### config.mk
export PLATFORM = sky130hd
export DESIGN_NAME = pipe_stage_skid
export DESIGN_NICKNAME = d
export VERILOG_FILES = /design/src/rtl/pipe_stage_skid.sv
export SDC_FILE = /design/constraint.sdc
export NUM_CORES = 1
export LEC_CHECK = 0
export BUFFER_PORTS_ARGS = -buffer_cell sky130_fd_sc_hd__buf_2
export CAP_MARGIN = 20
export CORE_ASPECT_RATIO = 0.75
export CORE_MARGIN = 2
export CORE_UTILIZATION = 57
export CTS_CLUSTER_SIZE = 24
export DETAILED_ROUTE_END_ITERATION = 8
export PLACE_DENSITY = 0.85
export SYNTH_ARGS = -nofsm -noshare
export SYNTH_HDL_FRONTEND = slang
export SYNTH_SLANG_ARGS = --single-unit
### constraint.sdc
create_clock -name clk -period 5.6 [get_ports clk]
set_input_delay 0.28 -clock clk [delete_from_list [all_inputs] [get_ports clk]]
set_output_delay 0.28 -clock clk [all_outputs]
set_load 0.01 [all_outputs]
### src/rtl/pipe_stage_skid.sv
// Valid/ready pipeline stage with a one-entry skid buffer, so in_ready is registered-only.
// Accepting a beat that carries a halt marker latches halted, which blocks new beats until flush or rst.
module pipe_stage_skid #(
    parameter int unsigned      WIDTH     = 32,
    parameter logic [WIDTH-1:0] RESET_VAL = '0
) (
    input  logic             clk,
    input  logic             rst,
    input  logic             flush,
    input  logic             in_valid,
    input  logic [WIDTH-1:0] in_data,
    input  logic             in_halt,
    output logic             in_ready,
    output logic             out_valid,
    output logic [WIDTH-1:0] out_data,
    output logic             out_halt,
    input  logic             out_ready,
    output logic [1:0]       occupancy,
    output logic             halted
);

    localparam logic [1:0] S_EMPTY = 2'd0;
    localparam logic [1:0] S_ONE   = 2'd1;
    localparam logic [1:0] S_FULL  = 2'd2;

    logic [1:0]       state_q, state_d;
    logic [WIDTH-1:0] main_data_q, main_data_d;
    logic             main_halt_q, main_halt_d;
    logic [WIDTH-1:0] skid_data_q, skid_data_d;
    logic             skid_halt_q, skid_halt_d;
    logic             halted_q, halted_d;

    logic main_valid, skid_valid, accept, fire;

    // Validity and handshake terms come straight from the state register.
    assign main_valid = (state_q == S_ONE) || (state_q == S_FULL);
    assign skid_valid = (state_q == S_FULL);
    assign in_ready   = !skid_valid && !halted_q;
    assign out_valid  = main_valid;
    assign out_data   = main_data_q;
    assign out_halt   = main_halt_q;
    assign halted     = halted_q;
    assign occupancy  = 2'(main_valid) + 2'(skid_valid);

    assign accept = in_valid && in_ready && !flush;
    assign fire   = out_valid && out_ready && !flush;

    // State register.
    always_ff @(posedge clk) begin
        if (rst) begin
            state_q     <= S_EMPTY;
            main_data_q <= RESET_VAL;
            main_halt_q <= 1'b0;
            skid_data_q <= RESET_VAL;
            skid_halt_q <= 1'b0;
            halted_q    <= 1'b0;
        end else begin
            state_q     <= state_d;
            main_data_q <= main_data_d;
            main_halt_q <= main_halt_d;
            skid_data_q <= skid_data_d;
            skid_halt_q <= skid_halt_d;
            halted_q    <= halted_d;
        end
    end

    // Next-state and payload movement; emptied entries return to RESET_VAL.
    always_comb begin
        state_d     = state_q;
        main_data_d = main_data_q;
        main_halt_d = main_halt_q;
        skid_data_d = skid_data_q;
        skid_halt_d = skid_halt_q;
        halted_d    = halted_q;

        if (flush) begin
            state_d     = S_EMPTY;
            main_data_d = RESET_VAL;
            main_halt_d = 1'b0;
            skid_data_d = RESET_VAL;
            skid_halt_d = 1'b0;
            halted_d    = 1'b0;
        end else begin
            case (state_q)
                S_EMPTY: begin
                    if (accept) begin
                        state_d     = S_ONE;
                        main_data_d = in_data;
                        main_halt_d = in_halt;
                    end
                end
                S_ONE: begin
                    if (accept && fire) begin
                        main_data_d = in_data;
                        main_halt_d = in_halt;
                    end else if (accept) begin
                        state_d     = S_FULL;
                        skid_data_d = in_data;
                        skid_halt_d = in_halt;
                    end else if (fire) begin
                        state_d     = S_EMPTY;
                        main_data_d = RESET_VAL;
                        main_halt_d = 1'b0;
                    end
                end
                S_FULL: begin
                    if (fire) begin
                        state_d     = S_ONE;
                        main_data_d = skid_data_q;
                        main_halt_d = skid_halt_q;
                        skid_data_d = RESET_VAL;
                        skid_halt_d = 1'b0;
                    end
                end
                default: begin
                    state_d     = S_EMPTY;
                    main_data_d = RESET_VAL;
                    main_halt_d = 1'b0;
                    skid_data_d = RESET_VAL;
                    skid_halt_d = 1'b0;
                end
            endcase

            if (accept && in_halt) begin
                halted_d = 1'b1;
            end
        end
    end

endmodule

==> results of run 1 <==
## worst min path at each step
stage / start / to / slack (ns)
2_1_floorplan: in_data[0] / skid_data_q[0] / 0.41
3_3_place_gp: out_data[19] / out_data[19] / 0.44
3_5_place_dp: out_data[31] / out_data[31] / 0.45
4_1_cts: in_data[1] / skid_data_q[1] / 0.16
5_1_grt: in_data[1] / skid_data_q[1] / 0.16
6_report: in_data[1] / skid_data_q[1] / 0.16
## cells in the final DEF, fill, tap and decap left out, types with 2 or more instances in the layout
master,Yosys,layout
a21o_1,2,2
a21oi_1,39,39
a22o_1,34,34
a32o_1,33,33
buf_2,1,75
buf_4,0,3
bufinv_16,0,2
clkbuf_8,0,11
dfxtp_1,69,69
ha_1,5,5
inv_1,2,2
nand2_1,2,2
nor2_1,6,4
nor3_4,0,2
o2bb2ai_1,3,3
o2bb2ai_2,30,30
## state kept, by name, indices dropped and copies added (netlist names)
| register | flops |
|---|---|
| halted | 1 |
| state_q | 2 |
| skid_halt_q | 1 |
| skid_data_q | 32 |
| out_halt | 1 |
| out_data | 32 |
## kinds of logic (layout without fill, tap and decap cells)
logic type / after synthesis / in the layout / synth area share (%)
buffers and inverters: 30 / 100 / 4.70
and+or+nand+nor: 17 / 17 / 3.68
xor gates and xnor gates: 1 / 1 / 0.286
muxes: 1 / 1 / 0.327
DFF: 69 / 69 / 45.2
adders and majority gates: 5 / 5 / 2.04
AOI/OAI and AO/OA: 144 / 144 / 43.8
## layout make-up
cell class	instances	area [um2]	share of cell area, %
Clock inverter	5	81.3	2.18
Clock buffer	11	151	4.05
Timing Repair Buffer	81	460	12.3
Tap cell	75	93.8	2.51
Sequential cell	69	1380	37.0
Inverter	3	11.3	0.301
Multi-Input combinational cell	168	1560	41.7
## through the flow
step | total power [W] | hold slack [ns] | cell area [um2]
global placement | 0.000633 | 0.442 | 3440
CTS | 0.00110 | 0.156 | 3720
floorplan | 0.000592 | 0.406 | 3060
global route | 0.00113 | 0.164 | 3740
detailed placement | 0.000635 | 0.447 | 3480
finish | 0.00110 | 0.163 | 3740
## power breakdown
| part | internal, W | switching [W] | leakage, nW |
|---|---|---|---|
| logic | 0.0000497 | 0.0000719 | 0.953 |
| clock network | 0.000276 | 0.000197 | 0.116 |
| registers | 0.000499 | 0.00000662 | 0.558 |
## routing by layer
metal | GRT usage, % | vias to the layer above | part of all wire, %
met5 | 0 | - | 0
met2 | 38.0 | 108 | 45
li1 | - | 1219 | -
met1 | 35.1 | 1251 | 47
met3 | 7.82 | 12 | 6.6
met4 | 8.14 | 0 | 1.1
==> metrics.yaml, run 1 <==
outcome:
  outcome: "finished, final reports clean"
worst_setup_path:
  reg2reg_slack_ns: 2.82
  endpoint: "out_data[18]"
  crit_buf_inv: 1
  worstReg2RegEnd: "out_data[18]"
  cp_slowest_stage_delay_ns: 0.89
  timing.rr.start: "state_q[0]"
  crit_chain: "inv_1 > ha_1 > or4b_4 > a2111o_2 > o2bb2ai_1"
  crit_path_end_kind: "register"
  reg2reg_depth: 5
  path_delay_family: "compound AO/OA/AOI/OAI gates"
  critical-path-slowest-cell: "a2111o_2"
  path_class: "register to register"
  critical_path_arrival_ns: 3.04
  crit_path_start: "state_q[0]"
  cp.required_ns: 5.86
  critPathMaxFanout: 33
  crit_cells: 5
  cp-start-kind: "register"
synth:
  synthTopCellsByCount: "dfxtp_1, a21oi_1, a22o_1, a32o_1, o2bb2ai_2"
  synth_top_area_share_pct: 45.2
  yosysMostFrequentCell: "dfxtp_1"
  synth.avg_cell_area_um2: 11.5
  synthTopCellsByArea: "dfxtp_1, o2bb2ai_2, a32o_1, a22o_1, a21oi_1"
  ys.flop_type: "dfxtp_1"
  synth_edf_count: 0
  syn-cell-area_um2: 3060
  yosysWarnings: 0
  synthArstFlopShare_pct: 0
  syn_inst: 267
  synth_cell_types: 29
  synth_nets: 310
  ys_seq_elements: 69
  synth_area_leader_cell: "dfxtp_1"
  yosysSeqAreaShare_pct: 45.2
global_route:
  antenna_found_initial: 0
  first_global_vias: 2368
  grt_overflow: 0
  grt_pass1_wl_um: 11700
  grt_usage_pct: 25.3
  grt_max_degree: 34
place:
  port_buffers: 75
  hpwl_um: 4660
  placed_cells: 395
  pre_cts_ws_ns: 2.89
  place.gp.congestion: 0.806
sta:
  hold_violations: 0
  fin_ws_ns: 2.82
  timing.final.crit_period_ns: 2.78
  fin_skew_ns: 0.00908
  setup-violations-final: 0
  post-route-period-util_pct: 49.6
  slew_violations: 0
  relSlewSlack_pct: 26.5
  fin_tns_setup_ns: 0
  clock.fmax_ghz: 0.360
  tightest_slew_ns: 1.10
  rsz0062_at_grt: "no"
detailed_routing:
  drcViolationCount: 0
  vias_per_cell: 6.29
  via_count: 2590
  drtAntennaViolNets: 0
  wl_um: 7280
  dr.pass1.iters: 5
  wl_per_cell_um: 17.7
  drt_iter0_drc: 178
cts:
  cts_made_buffers: 9
  worstSkewPairLatency_ns: 0.35
  ctsHoldBuffers: 0
  cts.clk_slew.worst_paths_ns: 0.08
  cts_setup_buffers: 0
  clockBufferDepth: 2
  clockRootBuffer: "clkbuf_8"
  htreeDepth: 3
  cts.sinks: 69
  cts.repair.resized: 0
  cts_tree: "built"
final_layout:
  antennaDiodeCount: 0
  nNetsFinal: 375
  area_growth_pct: 22.2
  stdcell_count: 412
  fillCellCount: 412
  final_util_pct: 71.0
  drive_gt1_share_pct: 39.8
die:
  boundaryPins: 76
  start_util_pct: 58.1
  coreArea_um2: 5270
  die_y_um: 67.4
  die_x_um: 88.6
  dieArea_um2: 5980
  rows: 23
pwr:
  p_leak_nw: 1.63
  ir_worst_vdd_mv: 0.165
  power_density_nw_per_um2: 294
worst_hold_path:
  whs_path_depth: 2
  hp-class: "input pin to register"
flow_run:
  cap_viol_max_count: 0
Power figures use the tool's default switching activity.
==> run 2: changes to the inputs <==
--- a/config.mk
+++ b/config.mk
@@ -9,10 +9,10 @@
 export CAP_MARGIN = 20
 export CORE_ASPECT_RATIO = 0.75
 export CORE_MARGIN = 2
-export CORE_UTILIZATION = 57
+export CORE_UTILIZATION = 48
 export CTS_CLUSTER_SIZE = 24
 export DETAILED_ROUTE_END_ITERATION = 8
-export PLACE_DENSITY = 0.85
+export PLACE_DENSITY = 0.76
 export SYNTH_ARGS = -nofsm -noshare
 export SYNTH_HDL_FRONTEND = slang
 export SYNTH_SLANG_ARGS = --single-unit
==> constraint.sdc (replaced) <==
create_clock -name clk -period 2.5 [get_ports clk]
set_input_delay 0.125 -clock clk [delete_from_list [all_inputs] [get_ports clk]]
set_output_delay 0.125 -clock clk [all_outputs]
set_load 0.01 [all_outputs]
==> metrics.yaml, run 2 (synthesis gave the netlist of run 1 again) <==
outcome:
  outcome: "finished, final reports clean"
sta:
  relSlewSlack_pct: 58.3
  clock.fmax_ghz: 0.419
  hold_violations: 0
  fin_tns_setup_ns: 0
  slew_violations: 0
  tightest_slew_ns: 0.623
  timing.final.crit_period_ns: 2.39
  setup-violations-final: 0
  fin_skew_ns: 0.0101
  rsz0062_at_grt: "no"
  post-route-period-util_pct: 95.5
cts:
  cts_tree: "built"
  htreeDepth: 3
  cts_setup_buffers: 0
  worstSkewPairLatency_ns: 0.35
  cts.sinks: 69
  ctsHoldBuffers: 0
  clockRootBuffer: "clkbuf_8"
  cts.clk_slew.worst_paths_ns: 0.08
  clockBufferDepth: 2
  cts_made_buffers: 9
  cts.repair.resized: 0
final_layout:
  area_growth_pct: 22.9
  final_cell_mix: "buf_2, dfxtp_1, a21oi_1"
  antennaDiodeCount: 0
  final_util_pct: 60.4
  final_common_cell: "buf_2"
  nNetsFinal: 382
  drive_gt1_share_pct: 40.8
global_route:
  grt_overflow: 0
  grt_max_degree: 39
  antenna_found_initial: 1
  grt_usage_pct: 22.5
  first_global_vias: 2560
  grt_pass1_wl_um: 12200
detailed_routing:
  vias_per_cell: 6.17
  drt_iter0_drc: 149
  dr.pass1.iters: 4
  drtAntennaViolNets: 0
  via_count: 2614
  wl_um: 7490
  drcViolationCount: 0
  wl_per_cell_um: 17.7
die:
  start_util_pct: 49.1
  rows: 25
  dieArea_um2: 7030
  boundaryPins: 76
  die_y_um: 73.1
  die_x_um: 96.2
  coreArea_um2: 6220
worst_setup_path:
  reg2reg_slack_ns: 0.11
  worstReg2RegEnd: "out_data[31]"
  cp-start-kind: "register"
  crit_path_end_kind: "register"
  timing.rr.start: "state_q[0]"
  critical_path_arrival_ns: 2.66
  path_class: "register to register"
  reg2reg_depth: 6
  cp.required_ns: 2.77
  endpoint: "out_data[31]"
  critPathMaxFanout: 26
  crit_path_start: "state_q[0]"
place:
  port_buffers: 75
  place.gp.congestion: 0.869
  hpwl_um: 4850
pwr:
  ir_worst_vdd_mv: 0.364
  power_density_nw_per_um2: 610
  p_leak_nw: 1.64
flow_run:
  cap_viol_max_count: 0
worst_hold_path:
  hp-class: "input pin to register"
run 2: through the flow:
stage	instances	worst slack, ns	hold slack, ns	cell area (um2)	total power (W)
2_1_floorplan	267	0.256	0.251	3060	0.00133
3_3_place_gp	408	0.210	0.365	3540	0.00142
3_5_place_dp	408	0.136	0.372	3540	0.00143
4_1_cts	423	0.123	0.00528	3730	0.00231
5_1_grt	424	0.0202	0.0209	3760	0.00238
6_report	424	0.112	0.0197	3760	0.00229
run 2: per-layer routing:
metal | routed length [um] | track usage (%) | vias up
met5 | 17 | 0 | -
met4 | 77 | 8.73 | 2
met3 | 532 | 7.44 | 8
met2 | 3510 | 36.2 | 85
met1 | 3350 | 28.1 | 1285
li1 | - | - | 1234
run 2: area by class of cell:
| cell class | count | area (um2) |
|---|---|---|
| multi-input cells | 168 | 1560 |
| clock buffers | 9 | 124 |
| repair buffers | 88 | 518 |
| inverters | 3 | 11.3 |
| clock inverters | 6 | 65.1 |
| fillers | 531 | 2470 |
| well taps | 81 | 101 |
| flip-flops and latches | 69 | 1380 |
run 2: worst min path at each step:
stage	start	end	depth (start not counted)
final	in_data[27]	skid_data_q[27]	2
after global placement	in_data[8]	skid_data_q[8]	2
after global routing	in_data[26]	skid_data_q[26]	2
after detailed placement	in_data[31]	skid_data_q[31]	2
after CTS	in_data[31]	skid_data_q[31]	2
after floorplan	in_data[0]	skid_data_q[0]	1
run 2: critical path: stages (launching register included):
cell and delay [ns]:
dfxtp_1 0.38, inv_1 0.09, ha_1 0.28, or4b_4 0.59
a2111o_2 0.50, buf_4 0.27, o2bb2ai_1 0.19
run 2: report_power, final:
group	internal [W]	total [W]	switching, W
Clock	0.000454	0.000879	0.000425
Combinational	0.000118	0.000280	0.000162
Sequential	0.00112	0.00113	0.0000147
Total	0.00169	0.00229	0.000602
